**config.mk**
```make
export PLATFORM = sky130hd
export DESIGN_NAME = vga_out_pipe_flat
export DESIGN_NICKNAME = d
export VERILOG_FILES = /design/src/rtl/vga_out_pipe_if.sv /design/src/rtl/vga_out_pipe.sv /design/src/flat_wrapper.sv
export SDC_FILE = /design/constraint.sdc
export NUM_CORES = 1
export LEC_CHECK = 0
export CAP_MARGIN = 40
export CORE_ASPECT_RATIO = 1.75
export CORE_MARGIN = 2
export CORE_UTILIZATION = 48
export DETAILED_ROUTE_END_ITERATION = 10
export GPL_TIMING_DRIVEN = 0
export PLACE_DENSITY = 0.79
export SYNTH_ARGS = -nofsm -noshare
export SYNTH_HDL_FRONTEND = slang
export SYNTH_SLANG_ARGS = --single-unit
export TNS_END_PERCENT = 100
```
**constraint.sdc**
```tcl
create_clock -name clk_25 -period 1.7 [get_ports clk_25]
set_clock_uncertainty 0.05 [all_clocks]
set_input_delay 0.255 -clock clk_25 [delete_from_list [all_inputs] [get_ports clk_25]]
set_output_delay 0.255 -clock clk_25 [all_outputs]
set_load 0.01 [all_outputs]
```
**src/rtl/vga_out_pipe_if.sv**
```systemverilog
// vga_out_pipe_if: pixel stream, frame controls and truncated colour output of the VGA output stage
interface vga_out_pipe_if #(
  parameter int IN_W = 8,
  parameter int OUT_W = 4
);
  logic vga_hsync_in, vga_vsync_in, vga_vde_in;
  logic [IN_W-1:0] vga_r_in, vga_g_in, vga_b_in;
  logic [1:0] mode_in;
  logic dither_en_in;
  logic [3*OUT_W-1:0] border_rgb_in;
  logic vga_hsync_out, vga_vsync_out;
  logic [OUT_W-1:0] vga_r_out, vga_g_out, vga_b_out;
  modport master (
    output vga_hsync_in, vga_vsync_in, vga_vde_in, vga_r_in, vga_g_in, vga_b_in,
    output mode_in, dither_en_in, border_rgb_in,
    input vga_hsync_out, vga_vsync_out, vga_r_out, vga_g_out, vga_b_out
  );
  modport slave (
    input vga_hsync_in, vga_vsync_in, vga_vde_in, vga_r_in, vga_g_in, vga_b_in,
    input mode_in, dither_en_in, border_rgb_in,
    output vga_hsync_out, vga_vsync_out, vga_r_out, vga_g_out, vga_b_out
  );
endinterface

```
**src/rtl/vga_out_pipe.sv**
```systemverilog
// vga_out_pipe: VGA output stage with test patterns, ordered dither and fixed-latency alignment
module vga_out_pipe #(
  parameter int IN_W = 8,
  parameter int OUT_W = 4,
  parameter int PIPE_STAGES = 2,
  parameter bit HSYNC_POL = 1'b0,
  parameter bit VSYNC_POL = 1'b0
) (
  input logic clk_25,
  input logic reset_n,
  vga_out_pipe_if.slave vga
);
  localparam int SH = IN_W - OUT_W - 2;
  localparam int CW = 3 * OUT_W;
  localparam int OW = CW + 2;
  localparam logic [OW-1:0] RST_WORD = {~HSYNC_POL, ~VSYNC_POL, {CW{1'b0}}};
  logic [10:0] x_cnt;
  logic [9:0] y_cnt;
  logic frame, vs_d, vde_d;
  logic [1:0] sh_mode;
  logic sh_dith;
  logic [CW-1:0] sh_border;
  logic vs_rise, vde_fall, grid;
  logic [2:0] bar;
  logic [1:0] dith_b;
  logic [IN_W-1:0] pix [3];
  logic s1_hs, s1_vs, s1_vde, s1_dith;
  logic [1:0] s1_b;
  logic [CW-1:0] s1_border, s2_rgb;
  logic [OW-1:0] dly [PIPE_STAGES-1];
  always_comb begin
    vs_rise = vga.vga_vsync_in & ~vs_d;
    vde_fall = vde_d & ~vga.vga_vde_in;
    bar = x_cnt[9:7];
    grid = x_cnt[4:0] == 5'd0 || y_cnt[4:0] == 5'd0;
    dith_b = {x_cnt[0] ^ y_cnt[0], y_cnt[0]} ^ {2{frame}};
    pix[0] = vga.vga_r_in;
    pix[1] = vga.vga_g_in;
    pix[2] = vga.vga_b_in;
  end
  // frame-level controls only change on a vsync rising edge so a frame never mixes settings
  always_ff @(posedge clk_25 or negedge reset_n)
    if (!reset_n) begin
      x_cnt <= '0;
      y_cnt <= '0;
      frame <= 1'b0;
      vs_d <= 1'b0;
      vde_d <= 1'b0;
      sh_mode <= '0;
      sh_dith <= 1'b0;
      sh_border <= '0;
      s1_hs <= 1'b0;
      s1_vs <= 1'b0;
      s1_vde <= 1'b0;
      s1_dith <= 1'b0;
      s1_b <= '0;
      s1_border <= '0;
    end else begin
      vs_d <= vga.vga_vsync_in;
      vde_d <= vga.vga_vde_in;
      x_cnt <= !vga.vga_vde_in ? '0 : &x_cnt ? x_cnt : x_cnt + 11'd1;
      y_cnt <= vs_rise ? '0 : vde_fall && !(&y_cnt) ? y_cnt + 10'd1 : y_cnt;
      frame <= frame ^ vs_rise;
      if (vs_rise) begin
        sh_mode <= vga.mode_in;
        sh_dith <= vga.dither_en_in;
        sh_border <= vga.border_rgb_in;
      end
      s1_hs <= vga.vga_hsync_in;
      s1_vs <= vga.vga_vsync_in;
      s1_vde <= vga.vga_vde_in;
      s1_dith <= sh_dith;
      s1_b <= dith_b;
      s1_border <= sh_border;
    end
  for (genvar c = 0; c < 3; c++) begin : g_ch
    logic [IN_W-1:0] src, s1_c;
    logic [IN_W:0] sum;
    logic [OUT_W:0] hi;
    logic [OUT_W-1:0] bord, s1_bord, o;
    always_comb begin
      bord = sh_border[CW-1-c*OUT_W -: OUT_W];
      s1_bord = s1_border[CW-1-c*OUT_W -: OUT_W];
      src = sh_mode == 2'd0 ? pix[c] : sh_mode == 2'd1 ? {IN_W{bar[2-c]}} :
            sh_mode == 2'd2 ? {bord, {(IN_W-OUT_W){1'b0}}} : {IN_W{grid}};
      sum = {1'b0, s1_c} + (s1_dith ? {{(IN_W-1){1'b0}}, s1_b} << SH : '0);
      hi = (OUT_W+1)'(sum >> (IN_W - OUT_W));
      o = !s1_vde ? s1_bord : hi[OUT_W] ? '1 : hi[OUT_W-1:0];
    end
    always_ff @(posedge clk_25 or negedge reset_n)
      if (!reset_n) s1_c <= '0;
      else s1_c <= src;
  end
  assign s2_rgb = {g_ch[0].o, g_ch[1].o, g_ch[2].o};
  // extra stages beyond two are plain delay so every path keeps the same latency
  always_ff @(posedge clk_25 or negedge reset_n)
    if (!reset_n) begin
      for (int k = 0; k < PIPE_STAGES - 1; k++) dly[k] <= RST_WORD;
    end else begin
      dly[0] <= {s1_hs ^ ~HSYNC_POL, s1_vs ^ ~VSYNC_POL, s2_rgb};
      for (int k = 1; k < PIPE_STAGES - 1; k++) dly[k] <= dly[k-1];
    end
  assign {vga.vga_hsync_out, vga.vga_vsync_out, vga.vga_r_out, vga.vga_g_out, vga.vga_b_out} = dly[PIPE_STAGES-2];
endmodule

```
**src/flat_wrapper.sv**
```systemverilog
// flat-port wrapper written by rule: the top's interface ports become plain ports
module vga_out_pipe_flat 
#(
  parameter int IN_W = 8,
  parameter int OUT_W = 4,
  parameter int PIPE_STAGES = 2,
  parameter bit HSYNC_POL = 1'b0,
  parameter bit VSYNC_POL = 1'b0
)
  (clk_25, reset_n, vga_vga_hsync_in, vga_vga_vsync_in, vga_vga_vde_in, vga_vga_r_in, vga_vga_g_in, vga_vga_b_in, vga_mode_in, vga_dither_en_in, vga_border_rgb_in, vga_vga_hsync_out, vga_vga_vsync_out, vga_vga_r_out, vga_vga_g_out, vga_vga_b_out);
  vga_out_pipe_if #(.IN_W(IN_W), .OUT_W(OUT_W)) vga_i ();
  input logic clk_25;
  input logic reset_n;
  input wire logic [$bits(vga_i.vga_hsync_in)-1:0] vga_vga_hsync_in;
  input wire logic [$bits(vga_i.vga_vsync_in)-1:0] vga_vga_vsync_in;
  input wire logic [$bits(vga_i.vga_vde_in)-1:0] vga_vga_vde_in;
  input wire logic [$bits(vga_i.vga_r_in)-1:0] vga_vga_r_in;
  input wire logic [$bits(vga_i.vga_g_in)-1:0] vga_vga_g_in;
  input wire logic [$bits(vga_i.vga_b_in)-1:0] vga_vga_b_in;
  input wire logic [$bits(vga_i.mode_in)-1:0] vga_mode_in;
  input wire logic [$bits(vga_i.dither_en_in)-1:0] vga_dither_en_in;
  input wire logic [$bits(vga_i.border_rgb_in)-1:0] vga_border_rgb_in;
  output wire logic [$bits(vga_i.vga_hsync_out)-1:0] vga_vga_hsync_out;
  output wire logic [$bits(vga_i.vga_vsync_out)-1:0] vga_vga_vsync_out;
  output wire logic [$bits(vga_i.vga_r_out)-1:0] vga_vga_r_out;
  output wire logic [$bits(vga_i.vga_g_out)-1:0] vga_vga_g_out;
  output wire logic [$bits(vga_i.vga_b_out)-1:0] vga_vga_b_out;
  assign vga_i.vga_hsync_in = vga_vga_hsync_in;
  assign vga_i.vga_vsync_in = vga_vga_vsync_in;
  assign vga_i.vga_vde_in = vga_vga_vde_in;
  assign vga_i.vga_r_in = vga_vga_r_in;
  assign vga_i.vga_g_in = vga_vga_g_in;
  assign vga_i.vga_b_in = vga_vga_b_in;
  assign vga_i.mode_in = vga_mode_in;
  assign vga_i.dither_en_in = vga_dither_en_in;
  assign vga_i.border_rgb_in = vga_border_rgb_in;
  assign vga_vga_hsync_out = vga_i.vga_hsync_out;
  assign vga_vga_vsync_out = vga_i.vga_vsync_out;
  assign vga_vga_r_out = vga_i.vga_r_out;
  assign vga_vga_g_out = vga_i.vga_g_out;
  assign vga_vga_b_out = vga_i.vga_b_out;
  vga_out_pipe #(.IN_W(IN_W), .OUT_W(OUT_W), .PIPE_STAGES(PIPE_STAGES), .HSYNC_POL(HSYNC_POL), .VSYNC_POL(VSYNC_POL)) u_core (.clk_25(clk_25), .reset_n(reset_n), .vga(vga_i));
endmodule
```
==> flow_summary.yaml, run 1 <==
outcome:
  run_status: "finished with violations"
  failed_checks: "setup timing"
floorplan:
  die_height_um: 120.8
  top_ports: 58
  start_util_pct: 49.49
  core-area_um2: 7567
  placement_rows: 42
  floorplan.die.width_um: 70.77
  die-area_um2: 8552
synth:
  syn_area_per_cell_um2: 11.42
  ys_warn_count: 0
  post_synth_instance_area_um2: 3745
  ys.flop_type: "sky130_fd_sc_hd__dfrtp_1"
  synth_enable_flop_cells: 0
  ys_async_sr_fraction_pct: 100.0
  synth_seq_cells: 87
  netlist-cell-type-count: 48
  syn_inst: 328
  post_synthesis_net_count: 376
  part_of_the_yosys_area_used_for_sequential_elements_pct: 58.20
critical_path:
  timing.reg2reg.worst_path_depth: 6
  cp_class: "register to register"
  start_kind: "register"
  cp_data_required_time_ps: 1910
  crit_arrival_ps: 1990
  critPathCaptureType: "register"
  critical_path.max_fanout: 6
power_and_ir_drop:
  cellPowerDensity_nw_per_um2: 1149
  ir_drop_mv: 0.6525
  leakagePower_nw: 2.113
placed_design:
  post_placement_worst_setup_slack_ps: -422.3
  dpl.hpwl_mm: 5.737
  gpl.final_weighted_congestion: 0.7598
  port_buffers: 51
clocking:
  cts_made_buffers: 9
  clock_root_buffer_master: "sky130_fd_sc_hd__clkbuf_16"
  cts-htree-levels: 3
  cts_tree: "yes"
  cts-root-to-sink-buffers: 2
  clock-sinks: 87
  clk-insertion-delay-late_ps: 340
  clkTransAtPathRegs_ps: 60
flow_run:
  timing.max_cap.violations: 0
layout:
  nNetsFinal: 451
  multi_input_area_um2: 1559
  nFillCells: 599
  area_growth_pct: 30.77
  post-route-util_pct: 64.72
  insertedDiodeCount: 0
  regArea_um2: 2181
  layout-drive-gt1-share_pct: 20.10
sta:
  final_critical_path_time_including_i_o_delays_and_setup_ps: 1783
  setup_repair_after_global_routing_missed_its_margin: "true"
  hold_viol: 0
  final.period_utilization_pct: 104.9
  finalSetupViolations: 18
  clock.fmax_mhz: 561.0
  maxSlewViolCount: 0
  relSlewSlack_pct: 65.70
  final_critical_path_setup_slack_ps: -82.55
  worst_margin_pin_slew_ps: 514.4
global_routing:
  global_route.usage.total_pct: 20.51
  grt_overflow: 0
  grt_pass1_vias: 2907
  grt_max_degree: 64
  grt_pass1_wl_mm: 13.28
  antenna_found_initial: 0
hold_path:
  holdPathStages: 1
  min-delay-path-class: "register to register"
drt:
  antenna_violating_nets_left: 0
  routed-via-count: 2757
  drcViolationCount: 0
  initialDrtViolationCount: 188
  viasPerCell: 5.558
  first_pass_iters: 4
  drt-total-wl_mm: 8.354
  post_drt_wl_per_cell_um: 16.84
critical path: stages, from the launching register on:
cell and delay, ps:
sky130_fd_sc_hd__dfrtp_2 410, sky130_fd_sc_hd__inv_1 60, sky130_fd_sc_hd__ha_1 140, sky130_fd_sc_hd__or4b_4 480, sky130_fd_sc_hd__a31oi_4 310, sky130_fd_sc_hd__o21ai_4 140, sky130_fd_sc_hd__o21ai_1 110
through the flow:
step,hold slack [ps],TNS [ps],cells,cell area [um2],total power [mW]
final,300.2,-843.3,496,4897,5.626
after global placement,289.9,-233210,467,4365,3.555
after detailed placement,137.9,-7536,468,4390,3.609
after CTS,300.4,-946.6,493,4782,5.608
after global routing,320.3,-2042,496,4897,5.884
after floorplan,-90.59,0,328,3745,3.172
flip-flops by register name (all words and copies together), names as in the netlist, 2 cells and up:
signal / cells
u_core.g_ch.s1_c: 18
u_core.dly: 14
u_core.s1_border: 12
u_core.sh_border: 12
u_core.x_cnt: 11
u_core.y_cnt: 10
u_core.s1_b: 2
u_core.sh_mode: 2
synthesized netlist by cell type (all sizes together), types with 7 or more instances:
library cell	count	share of area (%)
dfrtp	85	57
nand2	33	3.3
nor2	21	2.1
a21oi	11	1.5
buf	7	1.1
nand3	15	2.1
inv	16	1.6
a31oi	9	1.9
mux2	14	4.2
xnor2	11	2.6
o21ai	27	4.0
mux2i	14	3.7
what timing repair did:
action                                  4_1_cts  5_1_grt
endpoints found under the setup margin       29       46
pin swaps                                     4        6
endpoints found under the hold margin        23        0
hold buffers                                  1        0
resized for setup                             9       20
buffers inserted                              8        3
power breakdown:
part,switching (mW),total (mW),internal (mW)
logic,0.523,1.08,0.553
clock network,0.762,1.93,1.17
registers,0.226,2.62,2.39
total,1.51,5.63,4.11
cell families after synthesis:
logic type | after synthesis | synth area share (%)
flops | 87 | 58.20
compound gates | 69 | 12.70
mux | 28 | 7.952
simple gates | 99 | 13.60
xor+xnor | 13 | 3.040
buf+inv | 28 | 3.174
fa+ha+maj | 4 | 1.337
layout make-up:
cell class | instances | area share [%]
Inverter | 16 | 1.226
Buffer | 12 | 1.354
Timing Repair Buffer | 64 | 12.85
Clock buffer | 12 | 5.033
Sequential cell | 87 | 44.53
Multi-Input combinational cell | 213 | 31.83
Tap cell | 88 | 2.248
Clock inverter | 4 | 0.9198
cell usage in the layout, fill, tap and decap left out, types with 12 or more instances in the layout:
cell and instances:
sky130_fd_sc_hd__nand3_1 14, sky130_fd_sc_hd__dfrtp_1 84, sky130_fd_sc_hd__buf_4 12, sky130_fd_sc_hd__clkdlybuf4s50_1 48, sky130_fd_sc_hd__nor2_1 21, sky130_fd_sc_hd__mux2i_1 14, sky130_fd_sc_hd__mux2_2 14, sky130_fd_sc_hd__inv_1 15
sky130_fd_sc_hd__nand2_1 32
layer usage:
layer / global-route usage, % / part of all wire [%] / vias to the layer above
met3: 5.167 / 3.4 / 14
met4: 10.02 / 2.6 / 0
li1: - / - / 1319
met2: 38.55 / 58 / 50
met1: 20.25 / 36 / 1374
met5: 0 / 0 / -
path summary, 6_finish.rpt:
| kind | startpoint | to | slack, ps |
|---|---|---|---|
| max in group asynchronous | reset_n | u_core.dly[12] | 650 |
| worst max-delay path | u_core.y_cnt[0] | u_core.g_ch[2].s1_c[6] | -80 |
| worst min register to register | u_core.s1_hs | u_core.dly[13] | 300 |
| worst min-delay path | u_core.s1_hs | u_core.dly[13] | 300 |
| worst max register to register | u_core.y_cnt[0] | u_core.g_ch[2].s1_c[6] | -80 |
| min in group asynchronous | reset_n | u_core.sh_border[9] | 320 |
Note: power is estimated with default switching activity, not from simulation.
==> inputs of run 2 (changes only) <==
--- a/config.mk
+++ b/config.mk
@@ -8,7 +8,7 @@
 export CAP_MARGIN = 40
 export CORE_ASPECT_RATIO = 1.75
 export CORE_MARGIN = 2
-export CORE_UTILIZATION = 48
+export CORE_UTILIZATION = 50
 export DETAILED_ROUTE_END_ITERATION = 10
 export GPL_TIMING_DRIVEN = 0
 export PLACE_DENSITY = 0.79
==> constraint.sdc (replaced) <==
create_clock -name clk_25 -period 1.93 [get_ports clk_25]
set_clock_uncertainty 0.05 [all_clocks]
set_input_delay 0.2895 -clock clk_25 [delete_from_list [all_inputs] [get_ports clk_25]]
set_output_delay 0.2895 -clock clk_25 [all_outputs]
set_load 0.01 [all_outputs]
==> run 2 against run 1 <==
The run now ends clean; global-route usage is 0.47 points lower; power is 14% lower; largest power group unchanged; sequential power is 12% lower; routed wire length is 7.5% lower; first-iteration DRC count is 53% lower; cell count is 2.6% lower; setup slack better by 200 ps; largest cell class unchanged; critical path depth stayed put.
==> flow_summary.yaml, run 2 (synthesis gave the netlist of run 1 again) <==
outcome:
  run_status: "finished clean"
placed_design:
  gpl.final_weighted_congestion: 0.8388
  post_placement_worst_setup_slack_ps: -164.7
  placedInstanceArea_um2: 4388
  port_buffers: 51
  dpl.hpwl_mm: 5.634
critical_path:
  regToRegStartpoint: "u_core.x_cnt[0]"
  levels_on_crit_path: 6
  start_kind: "register"
  timing.reg2reg.worst_path_depth: 6
  crit_chain: "inv_2 > ha_1 > or4b_1 > a31oi_4 > o21ai_2 > o21ai_1"
  cp_data_required_time_ps: 2140
  timing.reg2reg.setup_slack_ps: 120
  cp_class: "register to register"
  critPathCaptureType: "register"
  critical_path.n_buffers_inverters: 1
  crit_path_top_delay_cell: "sky130_fd_sc_hd__or4b_1"
  max_stage_delay_ps: 480
  crit_arrival_ps: 2020
  reg2reg_to: "u_core.g_ch[2].s1_c[7]"
  path_delay_family: "compound AO/OA/AOI/OAI gates"
  critical_path.max_fanout: 6
floorplan:
  placement_rows: 41
  start_util_pct: 51.77
  core-area_um2: 7233
  die-area_um2: 8225
  top_ports: 58
  die_height_um: 118.5
  floorplan.die.width_um: 69.42
layout:
  final_common_cell: "sky130_fd_sc_hd__dfrtp_1"
  largest_reg_flops: 18
  regs_by_ff_count: "u_core.g_ch.s1_c: 18 flops, u_core.dly: 14 flops"
  finalInstanceArea_um2: 4695
  post-route-util_pct: 64.90
  largest-register: "u_core.g_ch.s1_c"
  area_growth_pct: 25.36
  insertedDiodeCount: 0
  nNetsFinal: 440
  most-common-layout-cells: "sky130_fd_sc_hd__dfrtp_1 (85), sky130_fd_sc_hd__clkdlybuf4s50_1 (50), sky130_fd_sc_hd__nand2_1 (33), sky130_fd_sc_hd__nor2_1 (21), sky130_fd_sc_hd__inv_1 (15)"
  layout-drive-gt1-share_pct: 13.85
hold_path:
  hold-path-endpoint: "u_core.dly[13]"
  worst_hold_startpoint: "u_core.s1_hs"
  holdPathStages: 1
  min-delay-path-class: "register to register"
sta:
  hold_viol: 0
  finalSetupViolations: 0
  worst_margin_pin_slew_ps: 498.5
  finalSetupTns_ps: 0
  setup_repair_after_global_routing_missed_its_margin: "false"
  hold_ws_ps: 305.2
  final_critical_path_time_including_i_o_delays_and_setup_ps: 1810
  relSlewSlack_pct: 66.76
  final.period_utilization_pct: 93.78
  clock.fmax_mhz: 552.5
  maxSlewViolCount: 0
  final_critical_path_setup_slack_ps: 120.1
global_routing:
  grt_overflow: 0
  global_route.usage.total_pct: 20.03
  grt_pass1_vias: 2791
  antenna_found_initial: 0
  grt_max_degree: 67
  grt_pass1_wl_mm: 12.79
drt:
  viasPerCell: 5.567
  initialDrtViolationCount: 88
  first_pass_iters: 5
  drcViolationCount: 0
  antenna_violating_nets_left: 0
  routed-via-count: 2689
  drt-total-wl_mm: 7.726
  post_drt_wl_per_cell_um: 16.00
clocking:
  cts_tree: "yes"
  clock_root_buffer_master: "sky130_fd_sc_hd__clkbuf_16"
  cts-root-to-sink-buffers: 2
  clk-insertion-delay-late_ps: 330
  post_cts_buffers: 0
  cts_made_buffers: 9
  clock-sinks: 87
  cts-htree-levels: 3
  clkTransAtPathRegs_ps: 60
power_and_ir_drop:
  cellPowerDensity_nw_per_um2: 1027
  leakagePower_nw: 2.018
  ir_drop_mv: 0.5589
flow_run:
  timing.max_cap.violations: 0
[run 2: worst max-delay path by stage]
stage / slack [ps] / to / from
final: 120 / u_core.g_ch[2].s1_c[7] / u_core.x_cnt[0]
after global routing: 40 / u_core.g_ch[2].s1_c[4] / u_core.x_cnt[0]
after CTS: 60 / u_core.g_ch[2].s1_c[7] / u_core.x_cnt[0]
after detailed placement: -160 / u_core.y_cnt[7] / vga_vga_vsync_in
after global placement: -2460 / u_core.dly[1] / reset_n
after floorplan: 270 / u_core.g_ch[0].s1_c[4] / u_core.x_cnt[0]
[run 2: report_power, final]
group | switching [mW] | total, mW | internal, mW | leakage, nW
sequential | 0.198 | 2.30 | 2.10 | 1.07
clock | 0.659 | 1.67 | 1.01 | 0.145
combinational | 0.415 | 0.849 | 0.434 | 0.804
[run 2: final cells by class]
type,instances,area [um2]
tap,86,107.6
multi-input combinational,213,1446
fill,537,2539
inverter,16,60.06
clock inverter,2,12.51
timing repair buffer,53,545.5
clock buffer,14,284.0
sequential,87,2180
buffer,12,58.81
[run 2: layer usage]
layer | wire [um] | vias to the layer above | share of wire, % | GRT usage [%]
li1 | - | 1303 | - | -
met1 | 2879 | 1317 | 37 | 20.57
met2 | 4412 | 49 | 57 | 37.56
met3 | 177 | 20 | 2.3 | 4.177
met4 | 258 | 0 | 3.3 | 9.681
met5 | 0 | - | 0 | 0
[run 2: what timing repair did]
action | CTS | global route
endpoints found under the setup margin | 0 | 4
gates resized for setup | 0 | 1
hold buffers | 1 | 0
endpoints found under the hold margin | 19 | 0
[run 2: metrics by stage]
step	total power, mW	std cells
after floorplan	2.794	328
after global placement	3.127	465
after detailed placement	3.176	466
after CTS	4.860	483
after global routing	5.071	483
final	4.821	483
